## src/rtl/stack_responder.sv

```systemverilog
// stack_responder: LIFO responder for the push/pop handshake used by the
// recursive Fibonacci controller. Each push/pop request gets exactly one
// readySig pulse; initLd preloads a frame silently.
// Optional: define STACK_PEAK_EN to add the peakDepth profiling output.
module stack_responder #(
    parameter int FRAME_W = 24,
    parameter int DEPTH   = 16,
    parameter int ADDR_W  = 4
) (
    input  logic               clk,
    input  logic               rst,
    input  logic               pushSig,
    input  logic               popSig,
    input  logic               initLd,
    input  logic [FRAME_W-1:0] dataIn,
    output logic [FRAME_W-1:0] dataOut,
    output logic               readySig,
    output logic               empty,
    output logic               full,
    output logic               finish,
    output logic               overflow,
    output logic               underflow,
    output logic               protoErr,
`ifdef STACK_PEAK_EN
    output logic [ADDR_W:0]    peakDepth,
`endif
    output logic [ADDR_W:0]    depth
);

    typedef enum logic [1:0] {IDLE, WRITE, READ, DONE} state_t;

    localparam logic [ADDR_W:0] SP_MAX = (ADDR_W+1)'(DEPTH);

    state_t             state, state_nx;
    logic [ADDR_W:0]    sp;
    logic [FRAME_W-1:0] mem [DEPTH];
    logic [FRAME_W-1:0] frame_q;

    logic               do_init, do_latch, wr_try, wr_en, rd_ok, rd_empty;
    logic [FRAME_W-1:0] wr_data;
    logic [ADDR_W-1:0]  wr_addr, rd_addr;

    assign empty = (sp == '0);
    assign full  = (sp == SP_MAX);
    assign depth = sp;

    // State register
    always_ff @(posedge clk) begin
        if (rst) state <= IDLE;
        else     state <= state_nx;
    end

    // Next state: requests are looked at only in IDLE; initLd stays in IDLE
    always_comb begin
        state_nx = state;
        case (state)
            IDLE: begin
                if (initLd)       state_nx = IDLE;
                else if (pushSig) state_nx = WRITE;
                else if (popSig)  state_nx = READ;
            end
            WRITE:   state_nx = DONE;
            READ:    state_nx = DONE;
            default: state_nx = IDLE;
        endcase
    end

    // Datapath strobes decoded from the current state
    always_comb begin
        do_init  = (state == IDLE) && initLd;
        do_latch = (state == IDLE) && !initLd && pushSig;
        wr_try   = do_init || (state == WRITE);
        wr_en    = wr_try && !full;
        wr_data  = do_init ? dataIn : frame_q;
        rd_ok    = (state == READ) && !empty;
        rd_empty = (state == READ) && empty;
        wr_addr  = sp[ADDR_W-1:0];
        rd_addr  = ADDR_W'(sp - 1'b1);
    end

    // Frame storage; contents need no reset
    always_ff @(posedge clk) begin
        if (wr_en) mem[wr_addr] <= wr_data;
    end

    // Push frame is captured in IDLE so the requester may change dataIn later
    always_ff @(posedge clk) begin
        if (do_latch) frame_q <= dataIn;
    end

    // Stack pointer: saturates at both ends instead of wrapping
    always_ff @(posedge clk) begin
        if (rst)        sp <= '0;
        else if (wr_en) sp <= sp + 1'b1;
        else if (rd_ok) sp <= sp - 1'b1;
    end

    // Pop result, completion pulses and sticky error flags
    always_ff @(posedge clk) begin
        if (rst) begin
            dataOut   <= '0;
            readySig  <= 1'b0;
            finish    <= 1'b0;
            overflow  <= 1'b0;
            underflow <= 1'b0;
            protoErr  <= 1'b0;
        end else begin
            readySig <= (state_nx == DONE);
            finish   <= rd_empty;
            if (rd_ok)         dataOut <= mem[rd_addr];
            else if (rd_empty) dataOut <= '0;
            if (wr_try && full) overflow  <= 1'b1;
            if (rd_empty)       underflow <= 1'b1;
            if ((state == IDLE) && pushSig && popSig) protoErr <= 1'b1;
        end
    end

`ifdef STACK_PEAK_EN
    // High-water mark of sp since the last reset
    always_ff @(posedge clk) begin
        if (rst)                 peakDepth <= '0;
        else if (sp > peakDepth) peakDepth <= sp;
    end
`endif

endmodule

```

## config.mk

```make
export PLATFORM = sky130hd
export DESIGN_NAME = stack_responder
export DESIGN_NICKNAME = d
export VERILOG_FILES = /design/src/rtl/stack_responder.sv
export SDC_FILE = /design/constraint.sdc
export NUM_CORES = 1
export LEC_CHECK = 0
export ABC_CLOCK_PERIOD_IN_PS = 3860
export BUFFER_PORTS_ARGS = -buffer_cell sky130_fd_sc_hd__buf_2
export CAP_MARGIN = 20
export CORE_ASPECT_RATIO = 0.8
export CORE_UTILIZATION = 60
export DETAILED_ROUTE_END_ITERATION = 16
export PLACE_DENSITY = 0.78
export SLEW_MARGIN = 20
export SYNTH_ARGS = -nofsm -noshare
export SYNTH_HDL_FRONTEND = slang
export SYNTH_SLANG_ARGS = --single-unit
```

## constraint.sdc

```tcl
create_clock -name clk -period 3.86 [get_ports clk]
set_clock_uncertainty 0.05 [all_clocks]
set_input_delay 0.772 -clock clk [delete_from_list [all_inputs] [get_ports clk]]
set_output_delay 0.772 -clock clk [all_outputs]
set_load 0.02 [all_outputs]
```

==> impl_results.md <==
- Status: completed
- Synth Warn #: 0
- Post-route ant nets: 0
- Placer Congestion: 0.848
- ANT cells: 0
- Layout Area Growth over Synthesis: 14.1%
- Commonest cells in the netlist: edfxtp_1, mux4_2, nand2_1
- CP Max Fanout: 31
- CP Launch Type: flop
- Initial antenna violation count: 0
- Rows: 54
- Main synth FF type: edfxtp_1
- Max Cap Viol: 0
- HP Class: primary input to flop
- Congestion Overflow GR: 0
- Synth area leaders: edfxtp_1, mux4_2, dfxtp_1
- DR top layer: met4
- Routed WL: 36700 µm
- DR vias: 8644
- R2r worst-path depth: 8
- Setup TNS: 0 ps
- Crit path DAT: 3350 ps
- Syn_nets: 855
- Final Setup Violations: 0
- Worst-Margin Slew: 896 ps
- Vias per cell: 6.58
- Hold Crit Start: dataIn[14]
- CTS buffer count: 42
- Die area: 28900 µm²
- Tot GR Track Use: 0.264
- Hold Slack: 383 ps
- Static Leak: 6.39 nW
- Crit. End Element: flop
- DR WL/cell: 28.0 µm
- Die X: 190 µm
- Tcrit/Tclk final: 0.773
- Syn_area_per_cell: 20.7 µm²
- CTS tree: yes
- Die Ht: 152 µm
- Type of the worst setup path: flop to flop
- Met1 WL: 15200 µm
- #FFs+latches synth: 444
- DR WL met3: 2770 µm
- Cell count after placement: 1236
- Crit path max-delay family: buffers and inverters
- Port Buffers: 64
- RSZ-0062 raised after global routing: no
- Core box area: 27500 µm²
- Top-count cell post-synth: edfxtp_1
- CP Depth: 8
- Clock Latency Late Sink: 530 ps
- Clock transition at the registers of the reported paths: 60 ps
- Mapped Area: 16900 µm²
- Non-Filler Cell Area, Final: 19300 µm²
- Post-synth EDFFs: 408
- Post-synthesis sequential area ratio: 0.767
- Crit path largest cell delay: 580 ps
- PostCTS Resize Cnt: 0
- Clock Tree Root: clkbuf_16
- Initial Util: 0.615
- Register area: 13000 µm²
- Worst path bufs/invs: 2
- CTS max path bufs: 3
- Final min period: 2980 ps
- CP required: 4220 ps
- Fmax: 335 MHz
- Non-filler cells in the finished layout: 1313
- Global-route wire length before repair: 55200 µm
- Htree depth: 2
- Drt initial violations: 882
- Vias in the first global route: 8784
- # fillers: 1604
- Synth async-reset ratio: 0
- Final HPWL DP: 19500 µm
- Power per cell area: 812 nW/µm²
- Critical path, cell by cell: inv_1 > ha_4 > xor2_4 > buf_4 > mux4_2 > a221oi_1 > a31oi_1 > a22o_1
- TritonCTS Sinks: 444
- Area of the multi-input gates: 3770 µm²
- Met2 routed WL: 18100 µm
- Total I/O pin count: 65
- Largest net degree at the start of global routing: 55
- Area share of the largest cell type after synthesis: 0.724
- WHS Path Cells: 1
- Layout cells sized above 1: 0.314
- CP startpoint: depth[1]
- Cell variety after synth: 36
- Nets@finish: 953
- Total Power: 15.7 mW
- Worst slew margin: 0.401
- Worst r2r src: depth[1]
- Postcts setup bufs: 0
- Syn Inst Count: 818
- Placement Cell Area: 17900 µm²
- Worst VDD drop: 702 µV
- Area leader, netlist: edfxtp_1
- Fin. Hold Viols: 0
- Max-slew violation count: 0
- 1st-pass router iterations: 5
- Slowest CP cell: mux4_2
- Cts-stage hold buffer count: 0
- Drt drc: 0
## kinds of logic (layout without fill, tap and decap cells)
group	Yosys count	after routing	share of synthesized area
flip-flops	444	444	0.767
multiplexers	121	121	0.144
AND/OR/NAND/NOR	94	94	0.0246
AO/OA/AOI/OAI	89	89	0.0398
buffers and inverters	58	189	0.0158
adder cells (fa/ha/maj)	8	8	0.00592
XOR/XNOR	4	4	0.00252
## path summary, 6_finish.rpt
check                 to  slack [ps]
max          dataOut[17]         880
min          frame_q[14]         380
max reg2reg  dataOut[17]         880
min reg2reg     overflow         420
## area by class of cell
type                            instances  share of cell area
Sequential cell                       444               0.672
Multi-Input combinational cell        316               0.196
Clock buffer                           62              0.0626
Timing Repair Buffer                   99              0.0322
Tap cell                              364              0.0236
Clock inverter                         15              0.0111
Inverter                               13             0.00253
## through the flow
stage | utilization | setup slack (ps)
6_report | 0.702 | 878
5_1_grt | 0.702 | 730
4_1_cts | 0.702 | 873
3_5_place_dp | 0.650 | 951
3_3_place_gp | 0.650 | 1040
2_1_floorplan | - | 225
## report_power, final
group	total, mW	switching, mW	internal (mW)
clock	4.23	1.72	2.51
combinational	5.30	2.93	2.37
sequential	6.13	0.154	5.98
total	15.7	4.80	10.9
## layer usage
metal | vias to the layer above | track usage
met4 | 0 | 0.0695
met3 | 64 | 0.0440
met5 | - | 0
met1 | 4549 | 0.389
met2 | 437 | 0.418
li1 | 3594 | -
## cells in the final DEF, fill, tap and decap left out, types with 6 or more instances in the layout
| cell type | synthesis | final |
|---|---|---|
| a21oi_1 | 7 | 7 |
| a221oi_1 | 24 | 24 |
| a22o_1 | 24 | 24 |
| a31oi_1 | 26 | 26 |
| buf_2 | 4 | 64 |
| buf_4 | 4 | 32 |
| clkbuf_1 | 31 | 13 |
| clkbuf_16 | 0 | 43 |
| clkbuf_8 | 0 | 6 |
| dfxtp_1 | 36 | 35 |
| edfxtp_1 | 408 | 408 |
| ha_1 | 8 | 7 |
| inv_1 | 12 | 12 |
| mux2_2 | 24 | 24 |
| mux4_2 | 96 | 96 |
| nand2_1 | 51 | 51 |
| nor2_1 | 17 | 11 |
## sequential cells by signal (all words and copies together), names as in the netlist
| name | cells |
|---|---|
| underflow | 1 |
| readySig | 1 |
| protoErr | 1 |
| dataOut | 24 |
| mem | 384 |
| overflow | 1 |
| state | 2 |
| depth | 5 |
| frame_q | 24 |
| finish | 1 |
No activity file was read; power rests on OpenSTA's default activity.
